<file path="src/rtl/fft_result_arbiter.sv">
// rtl/fft_result_arbiter.sv - round-robin arbiter that streams whole FFT result frames from three cores
// Optional 16-bit frame_id output is enabled by defining FFT_ARB_FRAME_ID_EN.
module fft_result_arbiter #(
  parameter int DATA_W = 32,
  parameter int BINS   = 512
) (
  input  logic              clk,
  input  logic              reset,
  input  logic [2:0]        req,
  input  logic [DATA_W-1:0] in_data_0,
  input  logic [DATA_W-1:0] in_data_1,
  input  logic [DATA_W-1:0] in_data_2,
  input  logic [2:0]        in_valid,
  output logic [2:0]        in_ready,
  output logic [2:0]        grant,
  output logic [2:0]        ack,
  output logic [DATA_W-1:0] out_data,
  output logic              out_valid,
  input  logic              out_ready,
  output logic              out_last,
  output logic [1:0]        out_src
`ifdef FFT_ARB_FRAME_ID_EN
  ,
  output logic [15:0]       frame_id
`endif
);

  localparam int CNT_W = (BINS > 1) ? $clog2(BINS) : 1;
  localparam logic [CNT_W-1:0] LAST_IDX = CNT_W'(BINS - 1);

  typedef enum logic [1:0] {IDLE, GRANT, STREAM, RELEASE} state_t;

  state_t            state_q, state_d;
  logic [1:0]        ptr_q, ptr_d;
  logic [1:0]        gidx_q, gidx_d;
  logic [2:0]        grant_q, grant_d;
  logic [2:0]        ack_q, ack_d;
  logic [CNT_W-1:0]  cnt_q, cnt_d;
  logic              full_q, full_d;
  logic [DATA_W-1:0] out_data_q, out_data_d;
  logic              out_valid_q, out_valid_d;
  logic              out_last_q, out_last_d;
  logic [1:0]        out_src_q, out_src_d;

  logic [1:0]        pick_idx;
  logic              pick_found;
  logic [2:0]        cand;
  logic [DATA_W-1:0] sel_data;
  logic              take;
  logic              xfer_in;
  logic              out_fire;
  logic              frame_done;

  // Round-robin search starting at the priority pointer, wrapping modulo 3.
  always_comb begin
    pick_idx   = ptr_q;
    pick_found = 1'b0;
    cand       = '0;
    for (int i = 0; i < 3; i++) begin
      cand = {1'b0, ptr_q} + 3'(i);
      if (cand >= 3'd3) cand = cand - 3'd3;
      if (!pick_found && req[cand[1:0]]) begin
        pick_found = 1'b1;
        pick_idx   = cand[1:0];
      end
    end
  end

  always_comb begin
    case (gidx_q)
      2'd1:    sel_data = in_data_1;
      2'd2:    sel_data = in_data_2;
      default: sel_data = in_data_0;
    endcase
  end

  // Once the whole frame has been accepted, input stays closed even if out_last stalls.
  assign take       = (state_q == STREAM) && !full_q && (!out_valid_q || out_ready);
  assign xfer_in    = take && |(in_valid & grant_q);
  assign out_fire   = out_valid_q && out_ready;
  assign frame_done = (state_q == STREAM) && out_fire && out_last_q;

  always_comb begin
    state_d     = state_q;
    ptr_d       = ptr_q;
    gidx_d      = gidx_q;
    grant_d     = grant_q;
    ack_d       = 3'b000;
    cnt_d       = cnt_q;
    full_d      = full_q;
    out_data_d  = out_data_q;
    out_valid_d = out_valid_q;
    out_last_d  = out_last_q;
    out_src_d   = out_src_q;

    if (out_fire) begin
      out_valid_d = 1'b0;
      out_last_d  = 1'b0;
    end
    if (xfer_in) begin
      out_data_d  = sel_data;
      out_valid_d = 1'b1;
      out_last_d  = (cnt_q == LAST_IDX);
      out_src_d   = gidx_q;
      cnt_d       = cnt_q + 1'b1;
      if (cnt_q == LAST_IDX) full_d = 1'b1;
    end

    case (state_q)
      IDLE: begin
        if (pick_found) begin
          gidx_d  = pick_idx;
          grant_d = 3'(3'b001 << pick_idx);
          state_d = GRANT;
        end
      end
      GRANT: begin
        cnt_d   = '0;
        full_d  = 1'b0;
        state_d = STREAM;
      end
      STREAM: begin
        if (frame_done) begin
          ack_d   = grant_q;
          grant_d = 3'b000;
          ptr_d   = (gidx_q == 2'd2) ? 2'd0 : gidx_q + 2'd1;
          state_d = RELEASE;
        end
      end
      RELEASE: begin
        full_d  = 1'b0;
        state_d = IDLE;
      end
      default: state_d = IDLE;
    endcase
  end

  always_ff @(posedge clk or posedge reset) begin
    if (reset) begin
      state_q     <= IDLE;
      ptr_q       <= 2'd0;
      gidx_q      <= 2'd0;
      grant_q     <= 3'b000;
      ack_q       <= 3'b000;
      cnt_q       <= '0;
      full_q      <= 1'b0;
      out_data_q  <= '0;
      out_valid_q <= 1'b0;
      out_last_q  <= 1'b0;
      out_src_q   <= 2'd0;
    end else begin
      state_q     <= state_d;
      ptr_q       <= ptr_d;
      gidx_q      <= gidx_d;
      grant_q     <= grant_d;
      ack_q       <= ack_d;
      cnt_q       <= cnt_d;
      full_q      <= full_d;
      out_data_q  <= out_data_d;
      out_valid_q <= out_valid_d;
      out_last_q  <= out_last_d;
      out_src_q   <= out_src_d;
    end
  end

`ifdef FFT_ARB_FRAME_ID_EN
  logic [15:0] fid_q, fid_d;

  // Advances together with the ack pulse and wraps naturally at 16 bits.
  always_comb begin
    fid_d = fid_q;
    if (frame_done) fid_d = fid_q + 16'd1;
  end

  always_ff @(posedge clk or posedge reset) begin
    if (reset) fid_q <= 16'd0;
    else       fid_q <= fid_d;
  end

  assign frame_id = fid_q;
`endif

  assign in_ready  = take ? grant_q : 3'b000;
  assign grant     = grant_q;
  assign ack       = ack_q;
  assign out_data  = out_data_q;
  assign out_valid = out_valid_q;
  assign out_last  = out_last_q;
  assign out_src   = out_src_q;

endmodule

</file>
<file path="config.mk">
export PLATFORM = sky130hd
export DESIGN_NAME = fft_result_arbiter
export DESIGN_NICKNAME = d
export VERILOG_FILES = /design/src/rtl/fft_result_arbiter.sv
export SDC_FILE = /design/constraint.sdc
export NUM_CORES = 1
export LEC_CHECK = 0
export ABC_CLOCK_PERIOD_IN_PS = 4400
export CAP_MARGIN = 20
export CORE_ASPECT_RATIO = 1.5
export CORE_MARGIN = 2
export CORE_UTILIZATION = 46
export CTS_BUF_LIST = sky130_fd_sc_hd__clkbuf_8
export DETAILED_ROUTE_END_ITERATION = 12
export PLACE_DENSITY = 0.85
export SLEW_MARGIN = 20
export SYNTH_ARGS = -nofsm -noshare
export SYNTH_HDL_FRONTEND = slang
export SYNTH_SLANG_ARGS = --single-unit
</file>
<file path="constraint.sdc">
create_clock -name clk -period 4.4 [get_ports clk]
set_input_delay 0.88 -clock clk [delete_from_list [all_inputs] [get_ports clk]]
set_output_delay 0.88 -clock clk [all_outputs]
set_load 0.05 [all_outputs]
</file>
* Yosys cells after proc, flatten, opt, wreduce, memory -nomap -nowiden
Cells that the tools add are included.
** Storage, ports and cells
- Register bits after elaboration :: 58
- Bits of input ports :: 105
- Output and inout port bits :: 45
- Logic and storage cells :: 94
** Operators by class
- Add/sub/neg operators :: 7
- $lt $le $gt $ge :: 6
- Equality and inequality tests :: 8
- Shift-type cells :: 1
- Mux-type cells :: 34
- Bitwise gates (word level) :: 1
- Reduce and logical (&&, ||, !) cells :: 26
** Operators with widths (number)
- one-hot mux 32 bit (2 select lines) :: 1
- 2-to-1 mux 2 bit :: 9
- 2-to-1 mux 9 bit :: 2
- 2-to-1 mux 3 bit :: 5
- 2-to-1 mux 1 bit :: 12
- nonzero test 2 bit :: 5
- adder 9 x 1 -> 9 bit (second input constant) :: 1
- == test 9 bit (second input constant) :: 1
- < comparator 2 x 3 -> 1 bit (second input constant) :: 3
- logical AND 1 bit :: 8
- one-hot mux 2 bit (4 select lines) :: 1
- AND reduction 2 bit :: 4
- binary-select mux 1 bit (select 2 bit) :: 3
- == test 2 bit (second input constant) :: 3
- >= comparator 3 x 2 -> 1 bit (second input constant) :: 2
- one-hot mux 3 bit (2 select lines) :: 1
- subtractor 2 bit (second input constant) :: 3
- == test 2 x 1 -> 1 bit (second input constant) :: 2
- logical NOT 1 bit :: 4
- != test 2 bit (second input constant) :: 2
- adder 2 x 1 -> 3 bit (second input constant) :: 1
- adder 2 x 2 -> 3 bit (second input constant) :: 1
- bitwise AND 3 bit :: 1
- AND reduction 3 bit :: 1
- other kinds (7) :: 7

* Logic depth before layout (Yosys ltp)
- Word-level depth :: 14
- Depth in mapped cells :: 9

* Least setup slack after synthesis
OpenSTA, ideal clock, no wires.
- Path type :: input to output
- Start point :: input out_ready
- End point :: output in_ready[0]
- Data arrival time :: 2402 ps
- Path slack :: 1118 ps
- Cell stages on the path :: 2
- Path buffers :: 0
- Cells stage by stage :: nor2b_1 nor4_1
** Between the ends
- Longest elaborated chain between the ends :: 3
** RTL lines
- start, declared :: RTL line 19 : input logic out_ready,
- logical OR 1 bit :: RTL line 78 : assign take = (state_q == STREAM) && !full_q && (!out_valid_q || out_ready);
- logical AND 1 bit :: RTL line 78
- 2-to-1 mux 3 bit :: RTL line 183 : assign in_ready = take ? grant_q : 3'b000;
- end, declared :: RTL line 14 : output logic [2:0] in_ready,
Every way passes these cells.

* Worst setup path after layout
- Start point :: input out_ready
- End point :: output in_ready[2]
Same word-level chain as after synthesis.

==> flow_metrics.tcl <==
set metrics [dict create \
    final_hold_viol_count 0 \
    fin_nets 629 \
    synth-compound-area-share 0.228 \
    drc 0 \
    final-setup-viol-count 0 \
    grt_setup_unrepaired "no" \
    min_period_ps 3490 \
    leakagePower_nw 2.02 \
    grt_usage 0.251 \
    initial_core_util 0.468 \
    die_height_um 106 \
    cts_num_sinks 58 \
    crit_type "input port to primary output" \
    syn_inst 370 \
    r2r_start "state_q[0]" \
    cp.arrival_ps 2610 \
    core_region_area_um2 6810 \
    portBuffers 149 \
    setup.worst_path.end_class "primary output" \
    ys_seq_area_frac 0.455 \
    ys_ff_latch 58 \
    route.vias.total 3209 \
    synth_top_area_cell "dfrtp_1" \
    pin_count 150 \
    top_layer "met4" \
    hold_depth 2 \
    wl_per_cell_um 15.4 \
    cp_max_fo 5 \
    skew_ps 6.86 \
    fmax_mhz 287 \
    rows 37 \
    cp.required_ps 3520 \
    synthSimpleGateAreaFrac 0.179 \
    drive_above_1_share 0.0544 \
    synth_nets 489 \
    syn_area_per_cell_um2 8.62 \
    grt_overflow 0 \
    muxShareOfSynthArea 0.0196 \
    synthDistinctLibCells 37 \
    ctsResizeCount 0 \
    clock_path_buffers 2 \
    drv_slew 0 \
    syn-cell-area_um2 3190 \
    die_w_um 72.0 \
    htree_levels 3 \
    period_share 0.793 \
    whs_ps 480 \
    grt_first_pass_wirelength_mm 15.0 \
    synth_top_family_by_area "compound AO/OA/AOI/OAI gates" \
    maxSlewHeadroom 0.373 \
    via_per_inst 5.41 \
    wl_met1_mm 3.39 \
    min_from "out_data[24]" \
    dieArea_um2 7630 \
    synth-xor-area-share 0.0192 \
    wl_met3_um 626 \
    timing.rr.end "cnt_q[5]" \
    place_congestion 0.859 \
    grt_pass1_vias 3294 \
    rr_worst_depth 8 \
    worstMarginPinSlew_ps 940 \
    maxCapViolations 0 \
    dp_cells 577 \
    ir_drop_uv 197 \
    synth-adder-area-share 0.0549 \
    synth_area_leaders "dfrtp_1, o21ai_0, nand2_1" \
    wl_met2_mm 4.80 \
    holdBufCountCts 0 \
    antennaDiodeCount 0 \
    clkTransAtPathRegs_ps 60 \
    grt_max_degree 75 \
    synth_ff_type "dfrtp_1" \
    cts_inserted_buffers 9 \
    tritoncts "done" \
    synth_edf_count 0 \
    synth_warnings 0 \
    min_to "out_data[24]" \
    grt_antenna_before_repair 0 \
    clk_latency_ps 340 \
    reg2reg_slack_ps 1950 \
    ant_nets 0 \
    postCtsSetupBuffers 0 \
    async_flop_share 1.00 \
    cp-start-kind "input port" \
    setup_tns_ps 0 \
    status "finished clean" \
    final_cells 593 \
    hp-class "flop to flop" \
    dpl.hpwl_mm 6.63 \
    synthToLayoutAreaGrowth_pct 55.0 \
    finalWirelength_mm 9.11 \
    powerDensity_nw_per_um2 249 \
    drt-initial-drc-count 183 \
    dr.pass1.iters 4 \
    clockRootBuffer "clkbuf_8" \
    synth.top_cell.area_share 0.455 \
]
==> synthesized netlist by cell type, types with 2 or more instances <==
cell type and n:
inv_1 11, mux2_2 2, nand2b_1 5, mux2i_1 4, xor2_1 3, nor2_1 16, nor4_1 2, o22ai_1 4
nand2_1 84, a22o_1 2, nor3_1 6, buf_1 2, nand3_1 5, a21oi_1 5, dfrtp_1 58, ha_1 14
clkbuf_1 19, xnor2_1 4, a22oi_1 32, o21ai_0 72, and2_1 4
==> cell usage in the layout (no fill, tap or decap), types with 2 or more instances in the layout <==
master             n
o21ai_0           72
nand2b_1           5
a22oi_1           32
clkdlybuf4s50_1  149
a21oi_1            5
bufinv_16          2
dfrtp_1           58
a22o_1             2
and2_1             4
mux2i_1            4
nand2_1           84
ha_1              13
mux2_2             2
buf_4              3
nand3_1            5
clkbuf_8          12
inv_2              2
xor2_1             3
xnor2_1            4
inv_1             10
nor2_1            16
nor4_1             2
nor3_1             6
o22ai_1            4
==> flip-flops by register name, indices dropped and copies added, names as in the netlist <==
name       cells
ack            3
cnt_q          9
full_q         1
gidx_q         2
grant          3
out_data      32
out_last       1
out_src        2
out_valid      1
ptr_q          2
state_q        2
==> where the power goes <==
| part | switching, mW | leakage (nW) | internal [mW] | total (mW) |
|---|---|---|---|---|
| clock | 0.212 | 0.119 | 0.364 | 0.576 |
| combinational | 0.0346 | 1.11 | 0.0874 | 0.122 |
| sequential | 0 | 0.795 | 0.533 | 0.533 |
| total | 0.247 | 2.02 | 0.985 | 1.23 |
==> worst max-delay path: stages <==
cell	delay [ps]
clkdlybuf4s50_1	500
nor2b_1	100
nor3_1	180
and2_1	150
clkdlybuf4s50_1	800
==> cells by family (layout without fill, tap and decap cells) <==
kind of cell               count (synthesis)  in the layout
and+or+nand+nor                          129            129
AOI/OAI and AO/OA                        121            121
adders and majority gates                 14             14
muxes                                      6              6
buffers and inverters                     35            180
xor gates and xnor gates                   7              7
DFF                                       58             58
==> worst max path at each step <==
stage	from	end	slack, ps	cells after the start
floorplan	out_ready	in_ready[0]	1120	2
global placement	out_ready	in_ready[2]	920	5
detailed placement	out_ready	in_ready[2]	900	5
CTS	out_ready	in_ready[2]	900	5
global route	out_ready	in_ready[2]	810	5
finish	out_ready	in_ready[2]	910	5
==> final cells by class <==
cell class                 instances  area, um^2
sequential                        58        1450
multi-input combinational        277        1600
tap                               78        97.6
clock buffer                      12         165
timing repair buffer             152        1510
clock inverter                     4        72.6
fill                             537        1860
inverter                          12        45.0
==> per-stage QoR <==
| step | total power [mW] | utilization | worst slack [ps] | cell area [um^2] |
|---|---|---|---|---|
| after detailed placement | 0.665 | 0.691 | 898 | 4700 |
| after global placement | 0.662 | 0.691 | 918 | 4700 |
| after global routing | 1.28 | 0.726 | 806 | 4940 |
| after floorplan | 0.564 | - | 1120 | 3190 |
| after CTS | 1.24 | 0.726 | 897 | 4940 |
| final | 1.23 | 0.726 | 910 | 4940 |
==> per-layer routing <==
metal  up-vias  global-route usage
met5         -                   0
met4         0               0.131
met3        22              0.0550
met2       112               0.441
met1      1499               0.276
li1       1576                   -
Power figures use the tool's default switching activity.
